==> src/rtl/time_of_day_counter_pkg.sv <==
// Shared definitions for the time-of-day counter slice.
//   set_state_e      : set-time handshake FSM encoding
//   BCD_MAX_*        : two-digit BCD roll-over limits for ss, mm and hh
//   bcd_digit_valid  : true when a 4-bit nibble is a legal BCD digit
//   bcd_in_range     : true when both digits are legal and value <= limit
package time_of_day_counter_pkg;

    typedef enum logic [1:0] {
        IDLE     = 2'd0,
        CHECK    = 2'd1,
        WAIT_LOW = 2'd2
    } set_state_e;

    localparam logic [7:0] BCD_MAX_SEC = 8'h59;
    localparam logic [7:0] BCD_MAX_MIN = 8'h59;
    localparam logic [7:0] BCD_MAX_HR  = 8'h23;

    function automatic logic bcd_digit_valid(input logic [3:0] digit);
        return digit <= 4'd9;
    endfunction

    // With both digits legal, an unsigned compare of the packed BCD byte
    // orders the same way as the decimal value it encodes.
    function automatic logic bcd_in_range(input logic [7:0] value,
                                          input logic [7:0] max_bcd);
        return bcd_digit_valid(value[7:4]) && bcd_digit_valid(value[3:0])
               && (value <= max_bcd);
    endfunction

endpackage

==> src/rtl/time_of_day_counter_if.sv <==
// Set-time handshake between the set-time front end (master) and the
// time-of-day counter (slave).
//   set_req              : level request to load set_hh/set_mm/set_ss
//   set_hh/set_mm/set_ss : BCD time to load
//   set_ack / set_err    : one-cycle accept / reject pulses
interface time_of_day_counter_if;
    logic       set_req;
    logic [7:0] set_hh;
    logic [7:0] set_mm;
    logic [7:0] set_ss;
    logic       set_ack;
    logic       set_err;

    modport master (
        output set_req, set_hh, set_mm, set_ss,
        input  set_ack, set_err
    );

    modport slave (
        input  set_req, set_hh, set_mm, set_ss,
        output set_ack, set_err
    );
endinterface

==> src/rtl/time_of_day_counter_bcd_mod_counter.sv <==
// Two-digit BCD counter that rolls over from MAX_BCD to 00.
//   clk, rst  : clock, asynchronous active-low reset
//   inc       : advance by one this cycle
//   load      : overwrite with load_val (wins over inc)
//   value     : current registered BCD value
//   carry     : combinational, high when inc rolls MAX_BCD over to 00
module bcd_mod_counter
    import time_of_day_counter_pkg::*;
#(
    parameter logic [7:0] MAX_BCD = BCD_MAX_SEC
) (
    input  logic       clk,
    input  logic       rst,
    input  logic       inc,
    input  logic       load,
    input  logic [7:0] load_val,
    output logic [7:0] value,
    output logic       carry
);

    logic [7:0] value_q;
    logic [7:0] value_d;
    logic       at_max;

    assign at_max = (value_q == MAX_BCD);

    always_comb begin
        value_d = value_q;
        if (load) begin
            value_d = load_val;
        end else if (inc) begin
            if (at_max) begin
                value_d = '0;
            end else if (value_q[3:0] == 4'd9) begin
                value_d = {value_q[7:4] + 4'd1, 4'd0};
            end else begin
                value_d = {value_q[7:4], value_q[3:0] + 4'd1};
            end
        end
    end

    always_ff @(posedge clk or negedge rst) begin
        if (!rst) begin
            value_q <= '0;
        end else begin
            value_q <= value_d;
        end
    end

    assign value = value_q;
    assign carry = inc && !load && at_max;

endmodule

==> src/rtl/time_of_day_counter.sv <==
// 24-hour BCD time-of-day counter driven by a timebase strobe.
//   clk, rst       : clock, asynchronous active-low reset
//   tick           : one-cycle timebase strobe, TICKS_PER_SEC per second
//   set_if (slave) : set_req/set_hh/set_mm/set_ss in, set_ack/set_err out
//   hh, mm, ss     : current BCD time
//   sec_pulse      : one cycle per second advance
//   min_pulse      : with sec_pulse when minutes advance
//   hour_pulse     : with sec_pulse when hours advance
//   day_wrap       : with sec_pulse on 23:59:59 -> 00:00:00
module time_of_day_counter
    import time_of_day_counter_pkg::*;
#(
    parameter int unsigned TICKS_PER_SEC = 1000,
    parameter int unsigned PRE_W         = 16
) (
    input  logic                        clk,
    input  logic                        rst,
    input  logic                        tick,
    time_of_day_counter_if.slave        set_if,
    output logic [7:0]                  hh,
    output logic [7:0]                  mm,
    output logic [7:0]                  ss,
    output logic                        sec_pulse,
    output logic                        min_pulse,
    output logic                        hour_pulse,
    output logic                        day_wrap
);

    localparam logic [PRE_W-1:0] PRE_LAST = PRE_W'(TICKS_PER_SEC - 1);

    set_state_e       state_q;
    logic [7:0]       set_hh_q;
    logic [7:0]       set_mm_q;
    logic [7:0]       set_ss_q;
    logic             set_ack_q;
    logic             set_err_q;
    logic [PRE_W-1:0] pre_q;
    logic [PRE_W-1:0] pre_d;
    logic             sec_pulse_q;
    logic             min_pulse_q;
    logic             hour_pulse_q;
    logic             day_wrap_q;

    logic             set_valid;
    logic             load;
    logic             sec_adv;
    logic             ss_carry;
    logic             mm_carry;
    logic             hh_carry;

    assign set_valid = bcd_in_range(set_hh_q, BCD_MAX_HR)
                    && bcd_in_range(set_mm_q, BCD_MAX_MIN)
                    && bcd_in_range(set_ss_q, BCD_MAX_SEC);

    // A valid load owns the cycle: a coincident tick is dropped entirely.
    assign load    = (state_q == CHECK) && set_valid;
    assign sec_adv = tick && !load && (pre_q == PRE_LAST);

    always_comb begin
        pre_d = pre_q;
        if (load) begin
            pre_d = '0;
        end else if (tick) begin
            pre_d = sec_adv ? '0 : pre_q + PRE_W'(1);
        end
    end

    always_ff @(posedge clk or negedge rst) begin
        if (!rst) begin
            pre_q        <= '0;
            sec_pulse_q  <= 1'b0;
            min_pulse_q  <= 1'b0;
            hour_pulse_q <= 1'b0;
            day_wrap_q   <= 1'b0;
        end else begin
            pre_q        <= pre_d;
            sec_pulse_q  <= sec_adv;
            min_pulse_q  <= ss_carry;
            hour_pulse_q <= mm_carry;
            day_wrap_q   <= hh_carry;
        end
    end

    bcd_mod_counter #(.MAX_BCD(BCD_MAX_SEC)) u_ss (
        .clk      (clk),
        .rst      (rst),
        .inc      (sec_adv),
        .load     (load),
        .load_val (set_ss_q),
        .value    (ss),
        .carry    (ss_carry)
    );

    bcd_mod_counter #(.MAX_BCD(BCD_MAX_MIN)) u_mm (
        .clk      (clk),
        .rst      (rst),
        .inc      (ss_carry),
        .load     (load),
        .load_val (set_mm_q),
        .value    (mm),
        .carry    (mm_carry)
    );

    bcd_mod_counter #(.MAX_BCD(BCD_MAX_HR)) u_hh (
        .clk      (clk),
        .rst      (rst),
        .inc      (mm_carry),
        .load     (load),
        .load_val (set_hh_q),
        .value    (hh),
        .carry    (hh_carry)
    );

    // Set handshake: capture in IDLE, judge in CHECK, then hold off in
    // WAIT_LOW so a level request yields exactly one ack or err.
    always_ff @(posedge clk or negedge rst) begin
        if (!rst) begin
            state_q   <= IDLE;
            set_hh_q  <= '0;
            set_mm_q  <= '0;
            set_ss_q  <= '0;
            set_ack_q <= 1'b0;
            set_err_q <= 1'b0;
        end else begin
            set_ack_q <= 1'b0;
            set_err_q <= 1'b0;
            case (state_q)
                IDLE: begin
                    if (set_if.set_req) begin
                        set_hh_q <= set_if.set_hh;
                        set_mm_q <= set_if.set_mm;
                        set_ss_q <= set_if.set_ss;
                        state_q  <= CHECK;
                    end
                end
                CHECK: begin
                    set_ack_q <= set_valid;
                    set_err_q <= !set_valid;
                    state_q   <= WAIT_LOW;
                end
                WAIT_LOW: begin
                    if (!set_if.set_req) begin
                        state_q <= IDLE;
                    end
                end
                default: state_q <= IDLE;
            endcase
        end
    end

    assign set_if.set_ack = set_ack_q;
    assign set_if.set_err = set_err_q;
    assign sec_pulse      = sec_pulse_q;
    assign min_pulse      = min_pulse_q;
    assign hour_pulse     = hour_pulse_q;
    assign day_wrap       = day_wrap_q;

endmodule

==> src/flat_wrapper.sv <==
// flat-port wrapper written by rule: the top's interface ports become plain ports
module time_of_day_counter_flat import time_of_day_counter_pkg::*;
#(
    parameter int unsigned TICKS_PER_SEC = 1000,
    parameter int unsigned PRE_W         = 16
)
  (clk, rst, tick, hh, mm, ss, sec_pulse, min_pulse, hour_pulse, day_wrap, set_if_set_req, set_if_set_hh, set_if_set_mm, set_if_set_ss, set_if_set_ack, set_if_set_err);
  time_of_day_counter_if set_if_i ();
  input  logic clk;
  input  logic rst;
  input  logic tick;
  output logic [7:0] hh;
  output logic [7:0] mm;
  output logic [7:0] ss;
  output logic sec_pulse;
  output logic min_pulse;
  output logic hour_pulse;
  output logic day_wrap;
  input wire logic [$bits(set_if_i.set_req)-1:0] set_if_set_req;
  input wire logic [$bits(set_if_i.set_hh)-1:0] set_if_set_hh;
  input wire logic [$bits(set_if_i.set_mm)-1:0] set_if_set_mm;
  input wire logic [$bits(set_if_i.set_ss)-1:0] set_if_set_ss;
  output wire logic [$bits(set_if_i.set_ack)-1:0] set_if_set_ack;
  output wire logic [$bits(set_if_i.set_err)-1:0] set_if_set_err;
  assign set_if_i.set_req = set_if_set_req;
  assign set_if_i.set_hh = set_if_set_hh;
  assign set_if_i.set_mm = set_if_set_mm;
  assign set_if_i.set_ss = set_if_set_ss;
  assign set_if_set_ack = set_if_i.set_ack;
  assign set_if_set_err = set_if_i.set_err;
  time_of_day_counter #(.TICKS_PER_SEC(TICKS_PER_SEC), .PRE_W(PRE_W)) u_core (.clk(clk), .rst(rst), .tick(tick), .set_if(set_if_i), .hh(hh), .mm(mm), .ss(ss), .sec_pulse(sec_pulse), .min_pulse(min_pulse), .hour_pulse(hour_pulse), .day_wrap(day_wrap));
endmodule
==> config.mk <==
export PLATFORM = sky130hd
export DESIGN_NAME = time_of_day_counter_flat
export DESIGN_NICKNAME = d
export VERILOG_FILES = /design/src/rtl/time_of_day_counter_pkg.sv /design/src/rtl/time_of_day_counter_if.sv /design/src/rtl/time_of_day_counter_bcd_mod_counter.sv /design/src/rtl/time_of_day_counter.sv /design/src/flat_wrapper.sv
export SDC_FILE = /design/constraint.sdc
export NUM_CORES = 1
export LEC_CHECK = 0
export CAP_MARGIN = 40
export CORE_MARGIN = 4
export CORE_UTILIZATION = 30
export DETAILED_ROUTE_END_ITERATION = 12
export GPL_TIMING_DRIVEN = 0
export HOLD_SLACK_MARGIN = 0.05
export PLACE_DENSITY = 0.55
export SLEW_MARGIN = 20
export SYNTH_ARGS = -nofsm -noshare
export SYNTH_HDL_FRONTEND = slang
export SYNTH_SLANG_ARGS = --single-unit
==> constraint.sdc <==
create_clock -name clk -period 2 [get_ports clk]
set_input_delay 0.6 -clock clk [delete_from_list [all_inputs] [get_ports clk]]
set_output_delay 0.6 -clock clk [all_outputs]
set_load 0.03 [all_outputs]
==> impl_metrics.json, run 1 <==
{
  "outcome": "finished, violations left",
  "violations": "negative setup slack",
  "crit_cells": 7,
  "netlist_instances": 351,
  "grt_remaining_overflow": 0,
  "worstRegToRegCells": 7,
  "wl_per_cell_um": 16.3,
  "first_iter_violations": 133,
  "fp.dieArea_um2": 13800,
  "p_leak_nw": 2.31,
  "p_int_mw": 4.21,
  "drv_slew": 0,
  "drc_errors": 0,
  "synth_top_area_share_pct": 49.9,
  "clk_latency_ns": 0.33,
  "pwr-share-seq_pct": 38.4,
  "endpoint": "u_core.u_ss.value[7]$_DFFE_PN0P_",
  "area_growth_pct": 46.5,
  "cts_buffers": 9,
  "final.min_clock_period_ns": 2.11,
  "crit_family": "simple AND/OR/NAND/NOR gates",
  "synth_edf_count": 0,
  "antenna_left": 0,
  "cts_root_buffer": "clkbuf_16",
  "yosysTopAreaCell": "dfrtp_1",
  "async_flop_share_pct": 100,
  "drive_gt1_share_pct": 29.2,
  "maxCapViolCount": 0,
  "portBuffers": 56,
  "die_w_um": 118,
  "crit_chain": "nor4_4 -> nand4_4 -> buf_6 -> buf_12 -> or2_4 -> or4_1 -> a21oi_1",
  "path_max_fanout": 4,
  "grt_max_degree": 55,
  "via_count": 3044,
  "endpoint_kind": "flip-flop",
  "fin_crit_sh_pct": 105,
  "yosysSeqAreaShare_pct": 49.9,
  "reg2reg_from": "u_core.pre_q[15]$_DFFE_PN0P_",
  "synth_warnings": 0,
  "startpoint_type": "flip-flop",
  "multi_input_area_um2": 1960,
  "syn-cell-area_um2": 3610,
  "clkTransAtPathRegs_ns": 0.06,
  "ys_top_cells_by_area": "dfrtp_1 (50%), mux2_2 (7.5%), nor2_1 (4.8%)",
  "power.switching_mw": 2.43,
  "io_pins": 58,
  "dp_hpwl_mm": 6.46,
  "ir_drop_v": 0.000793,
  "worst-path-buf-inv": 2,
  "htreeDepth": 3,
  "r2r_end": "u_core.u_ss.value[7]$_DFFE_PN0P_",
  "max_slew_margin_pct": 74.1,
  "max_stage_delay_ns": 0.41,
  "clock_skew_ns": 0.00748,
  "grt_pass1_wl_mm": 16.3,
  "crit_slowest_cell": "dfrtp_1",
  "cts_tree": "built",
  "die_h_um": 118,
  "grt_usage_pct": 14.5,
  "syn_area_per_cell_um2": 10.3,
  "layout_commonest_cell": "dfrtp_1",
  "clock_power_share_pct": 26.1,
  "tightest_slew_ns": 0.387,
  "p_per_area_nw_per_um2": 1260,
  "viasPerCell": 5.08,
  "initial_utilization_pct": 31.1,
  "combinationalPowerShare_pct": 35.5,
  "first_pass_iters": 4,
  "diodes": 0,
  "n_fill_cell": 1090,
  "ff_latch_area_um2": 1810,
  "setup-violations-final": 10,
  "hold_class": "input pin to async pin",
  "max_freq_ghz": 0.475,
  "rrSetupSlack_ns": -0.11,
  "final_cell_mix": "dfrtp_1 (64), nor2_1 (42), buf_4 (31), clkdlybuf4s50_1 (31)",
  "place_congestion": 0.794,
  "antenna_found_initial": 0,
  "required_ns": 2.25,
  "p_sw_share_pct": 36.6,
  "final_area_um2": 5280,
  "synth_cell_types": 49,
  "synth_nets": 392,
  "worstSetupStartpoint": "u_core.pre_q[15]$_DFFE_PN0P_",
  "clock_path_buffers": 2,
  "grt_pass1_vias": 3223,
  "finalWorstSetupSlack_ns": -0.107,
  "ys.flop_type": "dfrtp_1",
  "arrival_ns": 2.36,
  "finalHoldViolations": 0,
  "pre_cts_slack_ns": -0.684,
  "core_area_um2": 11600,
  "ys_ff_latch": 72,
  "rsz0062_at_grt": "yes",
  "critPathKind": "flip-flop to flip-flop",
  "dpl_cell_area_um2": 4400,
  "row_count": 39,
  "cts.sinks": 72,
  "nNetsFinal": 493,
  "totalWireLength_mm": 9.75
}
==> area by class of cell <==
cell class | count | area share [%]
multi-input combinational | 255 | 37.1
sequential | 72 | 34.3
timing repair buffer | 93 | 16.3
clock buffer | 10 | 4.52
tap | 143 | 3.39
buffer | 11 | 2.18
clock inverter | 5 | 1.54
inverter | 10 | 0.710
==> per-stage QoR <==
step                      total power, mW  setup TNS [ns]  utilization, %  instances  hold slack, ns
after CTS                            6.51           -1.40            43.7        593           0.142
after global placement               4.61         -191.01            37.7        550           0.472
after global routing                 7.06           -1.47            45.5        599           0.160
after floorplan                      3.81          -0.722               -        351           0.304
after detailed placement             4.67          -24.09            37.9        551           0.480
final                                6.64          -0.442            45.5        599           0.145
==> layer usage <==
layer / wire length, µm / up-vias / global-route usage, %
li1: - / 1451 / -
met1: 4250 / 1511 / 17.6
met2: 4910 / 68 / 24.5
met3: 446 / 14 / 3.32
met4: 139 / 0 / 6.23
met5: 0 / - / 0
==> sequential cells by signal (all words and copies together) (netlist names) <==
register / cells
u_core.set_mm_q: 8
u_core.u_ss.value: 8
u_core.set_ss_q: 8
u_core.day_wrap: 1
u_core.set_hh_q: 8
u_core.hour_pulse: 1
u_core.set_if.set_err: 1
u_core.u_mm.value: 8
u_core.min_pulse: 1
u_core.u_hh.value: 8
u_core.state_q: 2
u_core.set_if.set_ack: 1
u_core.sec_pulse: 1
u_core.pre_q: 16
==> synth_stat cells (2+ instances only) <==
| cell | number |
|---|---|
| a211oi_1 | 3 |
| nor3_1 | 8 |
| a21oi_1 | 10 |
| or3_1 | 5 |
| and2_1 | 2 |
| nand2_1 | 25 |
| clkbuf_1 | 10 |
| dfrtp_1 | 72 |
| o311ai_0 | 2 |
| or4_1 | 6 |
| nand3b_1 | 6 |
| a22oi_1 | 2 |
| and4_1 | 2 |
| nand3_1 | 11 |
| nand4_1 | 6 |
| and3b_1 | 4 |
| buf_2 | 3 |
| xor2_1 | 9 |
| mux2_2 | 24 |
| ha_1 | 13 |
| and3_1 | 7 |
| nor4_1 | 4 |
| mux2i_1 | 4 |
| nor2_1 | 46 |
| nand2b_1 | 3 |
| inv_1 | 10 |
| o21a_1 | 3 |
| a31oi_1 | 9 |
| o21ai_0 | 17 |
| xnor2_1 | 6 |
==> repair_timing <==
item,in CTS,in global routing
setup endpoints to repair,88,64
gates resized for setup,77,39
buffers inserted,30,6
pin swaps,24,13
hold buffers,0,0
==> worst reg2reg max path, cell delays in order (launching register included) <==
cell	delay (ns)
dfrtp_1	0.41
nor4_4	0.36
nand4_4	0.17
buf_6	0.17
buf_12	0.11
or2_4	0.26
or4_1	0.41
a21oi_1	0.14
==> power groups by stage <==
stage	sequential, mW	combinational (mW)	clock (mW)
floorplan	2.73	1.09	0
CTS	2.51	2.21	1.78
detailed placement	2.52	2.15	0
finish	2.55	2.36	1.74
global placement	2.50	2.10	0
global route	2.64	2.59	1.83
==> cell families (layout without fill, tap and decap cells) <==
| family | count (synthesis) | in the layout | synth area share, % |
|---|---|---|---|
| multiplexers | 28 | 28 | 8.60 |
| AO/OA/AOI/OAI | 51 | 51 | 8.67 |
| AND/OR/NAND/NOR | 148 | 148 | 22.0 |
| XOR/XNOR | 15 | 15 | 3.64 |
| adder cells (fa/ha/maj) | 13 | 13 | 4.51 |
| buffers and inverters | 24 | 129 | 2.60 |
| flip-flops | 72 | 72 | 49.9 |
==> how the worst min path moves through the flow <==
stage	start	to	slack (ns)	cells after the start
2_1_floorplan	rst	u_core.day_wrap$_DFF_PN0_	0.30	0
5_1_grt	rst	u_core.set_hh_q[0]$_DFFE_PN0P_	0.16	1
6_report	rst	u_core.set_hh_q[0]$_DFFE_PN0P_	0.15	1
4_1_cts	rst	u_core.set_hh_q[0]$_DFFE_PN0P_	0.14	1
3_3_place_gp	u_core.set_mm_q[4]$_DFFE_PN0P_	u_core.u_mm.value[4]$_DFFE_PN0P_	0.47	2
3_5_place_dp	u_core.set_mm_q[4]$_DFFE_PN0P_	u_core.u_mm.value[4]$_DFFE_PN0P_	0.48	2
Note: power is estimated with default switching activity, not from simulation.
==> run 2: changes to the inputs <==
Settings changed: HOLD_SLACK_MARGIN 0.05 to 0.15.
==> impl_metrics.json, run 2 (synthesized netlist as in run 1, its figures left out) <==
{
  "outcome": "finished, violations left",
  "violations": "negative setup slack",
  "dr_wl_met3_um": 396,
  "path_max_fanout": 4,
  "cts_buffers": 9,
  "finalHoldViolations": 0,
  "die_w_um": 118,
  "final.min_clock_period_ns": 2.11,
  "endpoint_kind": "flip-flop",
  "combinationalPowerShare_pct": 35.5,
  "cts_root_buffer": "clkbuf_16",
  "totalWireLength_mm": 9.79,
  "max_slew_margin_pct": 74.9,
  "total_power_mw": 6.65,
  "arrival_ns": 2.36,
  "portBuffers": 56,
  "p_per_area_nw_per_um2": 1260,
  "clock_power_share_pct": 26.2,
  "tightest_slew_ns": 0.371,
  "p_int_mw": 4.21,
  "clk_latency_ns": 0.34,
  "power.switching_mw": 2.44,
  "p_sw_share_pct": 36.7,
  "place_congestion": 0.794,
  "viasPerCell": 5.09,
  "wl_per_cell_um": 16.3,
  "fp.dieArea_um2": 13800,
  "wl_met2_mm": 4.91,
  "area_growth_pct": 46.8,
  "initial_utilization_pct": 31.1,
  "hold_class": "flip-flop to flip-flop",
  "io_pins": 58,
  "clkTransAtPathRegs_ns": 0.06,
  "nNetsFinal": 494,
  "cts.sinks": 72,
  "grt_remaining_overflow": 0,
  "whs_ns": 0.497,
  "largest_reg_flops": 16,
  "clock_path_buffers": 2,
  "max_freq_ghz": 0.475,
  "htreeDepth": 3,
  "diodes": 0,
  "grt_usage_pct": 14.5,
  "die_h_um": 118,
  "via_count": 3055,
  "required_ns": 2.26,
  "clock_skew_ns": 0.00675,
  "max_stage_delay_ns": 0.41,
  "maxCapViolCount": 0,
  "antenna_left": 0,
  "grt_max_degree": 55,
  "largest-register": "u_core.pre_q",
  "finalWorstSetupSlack_ns": -0.106,
  "ir_drop_v": 0.000794,
  "grt_pass1_wl_mm": 16.3,
  "first_pass_iters": 4,
  "p_leak_nw": 2.31,
  "drv_slew": 0,
  "top_layer_used": "met4",
  "antenna_found_initial": 0,
  "setup-violations-final": 11,
  "dpl_cell_area_um2": 4400,
  "final_area_um2": 5290,
  "crit_slowest_cell": "dfrtp_1",
  "startpoint_type": "flip-flop",
  "drive_gt1_share_pct": 29.1,
  "row_count": 39,
  "layout_commonest_cell": "dfrtp_1",
  "first_iter_violations": 151,
  "pwr-share-seq_pct": 38.3,
  "crit_chain": "nor4_4 -> nand4_4 -> buf_6 -> buf_12 -> or2_4 -> or4_1 -> a21oi_1",
  "core_area_um2": 11600,
  "drc_errors": 0,
  "critPathKind": "flip-flop to flip-flop",
  "grt_pass1_vias": 3226,
  "final_util_pct": 45.6,
  "met1Wirelength_mm": 4.32,
  "fin_crit_sh_pct": 105,
  "final_cell_mix": "dfrtp_1 (64), nor2_1 (42), buf_4 (31), clkdlybuf4s50_1 (31)",
  "rsz0062_at_grt": "yes",
  "dp_hpwl_mm": 6.46,
  "cts_tree": "built",
  "n_fill_cell": 1089
}
run 2: repair_timing:
item                       4_1_cts  5_1_grt
gates resized for setup         77       39
cloned                           0        0
setup endpoints to repair       88       64
hold endpoints to repair        16        0
hold buffers                     1        0
buffers inserted                30        6
pin swaps                       24       13
run 2: layout make-up:
| type | count | area (µm²) | share of cell area, % |
|---|---|---|---|
| clock buffers | 10 | 239 | 4.51 |
| multi-input cells | 255 | 1960 | 37.0 |
| flip-flops and latches | 72 | 1810 | 34.2 |
| inverters | 10 | 37.5 | 0.709 |
| repair buffers | 94 | 871 | 16.4 |
| well taps | 143 | 179 | 3.38 |
| plain buffers | 11 | 115 | 2.17 |
| clock inverters | 5 | 81.3 | 1.54 |
run 2: path summary, 6_finish.rpt:
kind,depth (start not counted),startpoint,slack (ns),end
min in group asynchronous,2,rst,0.69,u_core.set_hh_q[0]$_DFFE_PN0P_
min reg2reg,2,u_core.set_mm_q[4]$_DFFE_PN0P_,0.50,u_core.u_mm.value[4]$_DFFE_PN0P_
max in group asynchronous,3,rst,0.74,u_core.u_mm.value[0]$_DFFE_PN0P_
max reg2reg,7,u_core.pre_q[15]$_DFFE_PN0P_,-0.11,u_core.u_ss.value[7]$_DFFE_PN0P_
max,7,u_core.pre_q[15]$_DFFE_PN0P_,-0.11,u_core.u_ss.value[7]$_DFFE_PN0P_
min,2,u_core.set_mm_q[4]$_DFFE_PN0P_,0.50,u_core.u_mm.value[4]$_DFFE_PN0P_
run 2: worst max-delay path, delay by kind of cell, from the launching register on:
kind	cells	cell delay [ns]
simple gates	4	1.20
buf+inv	2	0.28
flops	1	0.41
compound gates	1	0.14
run 2: metrics by stage:
stage          TNS (ns)  instances  worst slack (ns)
6_report         -0.450        600            -0.106
5_1_grt           -1.47        600            -0.156
4_1_cts           -1.40        594            -0.140
3_5_place_dp     -24.09        551            -0.684
3_3_place_gp    -191.01        550             -2.60
2_1_floorplan    -0.722        351            -0.244
run 2: power by group through the flow:
| stage | clock (mW) | combinational, mW | sequential (mW) |
|---|---|---|---|
| after floorplan | 0 | 1.09 | 2.73 |
| after global placement | 0 | 2.10 | 2.50 |
| after detailed placement | 0 | 2.15 | 2.52 |
| after CTS | 1.78 | 2.22 | 2.51 |
| after global routing | 1.83 | 2.59 | 2.64 |
| final | 1.74 | 2.36 | 2.55 |
run 2: layer usage:
metal  global-route usage [%]  vias up
met5                        0        -
met4                     6.23        0
met3                     3.32       16
met2                     24.5       67
met1                     17.6     1521
li1                         -     1451
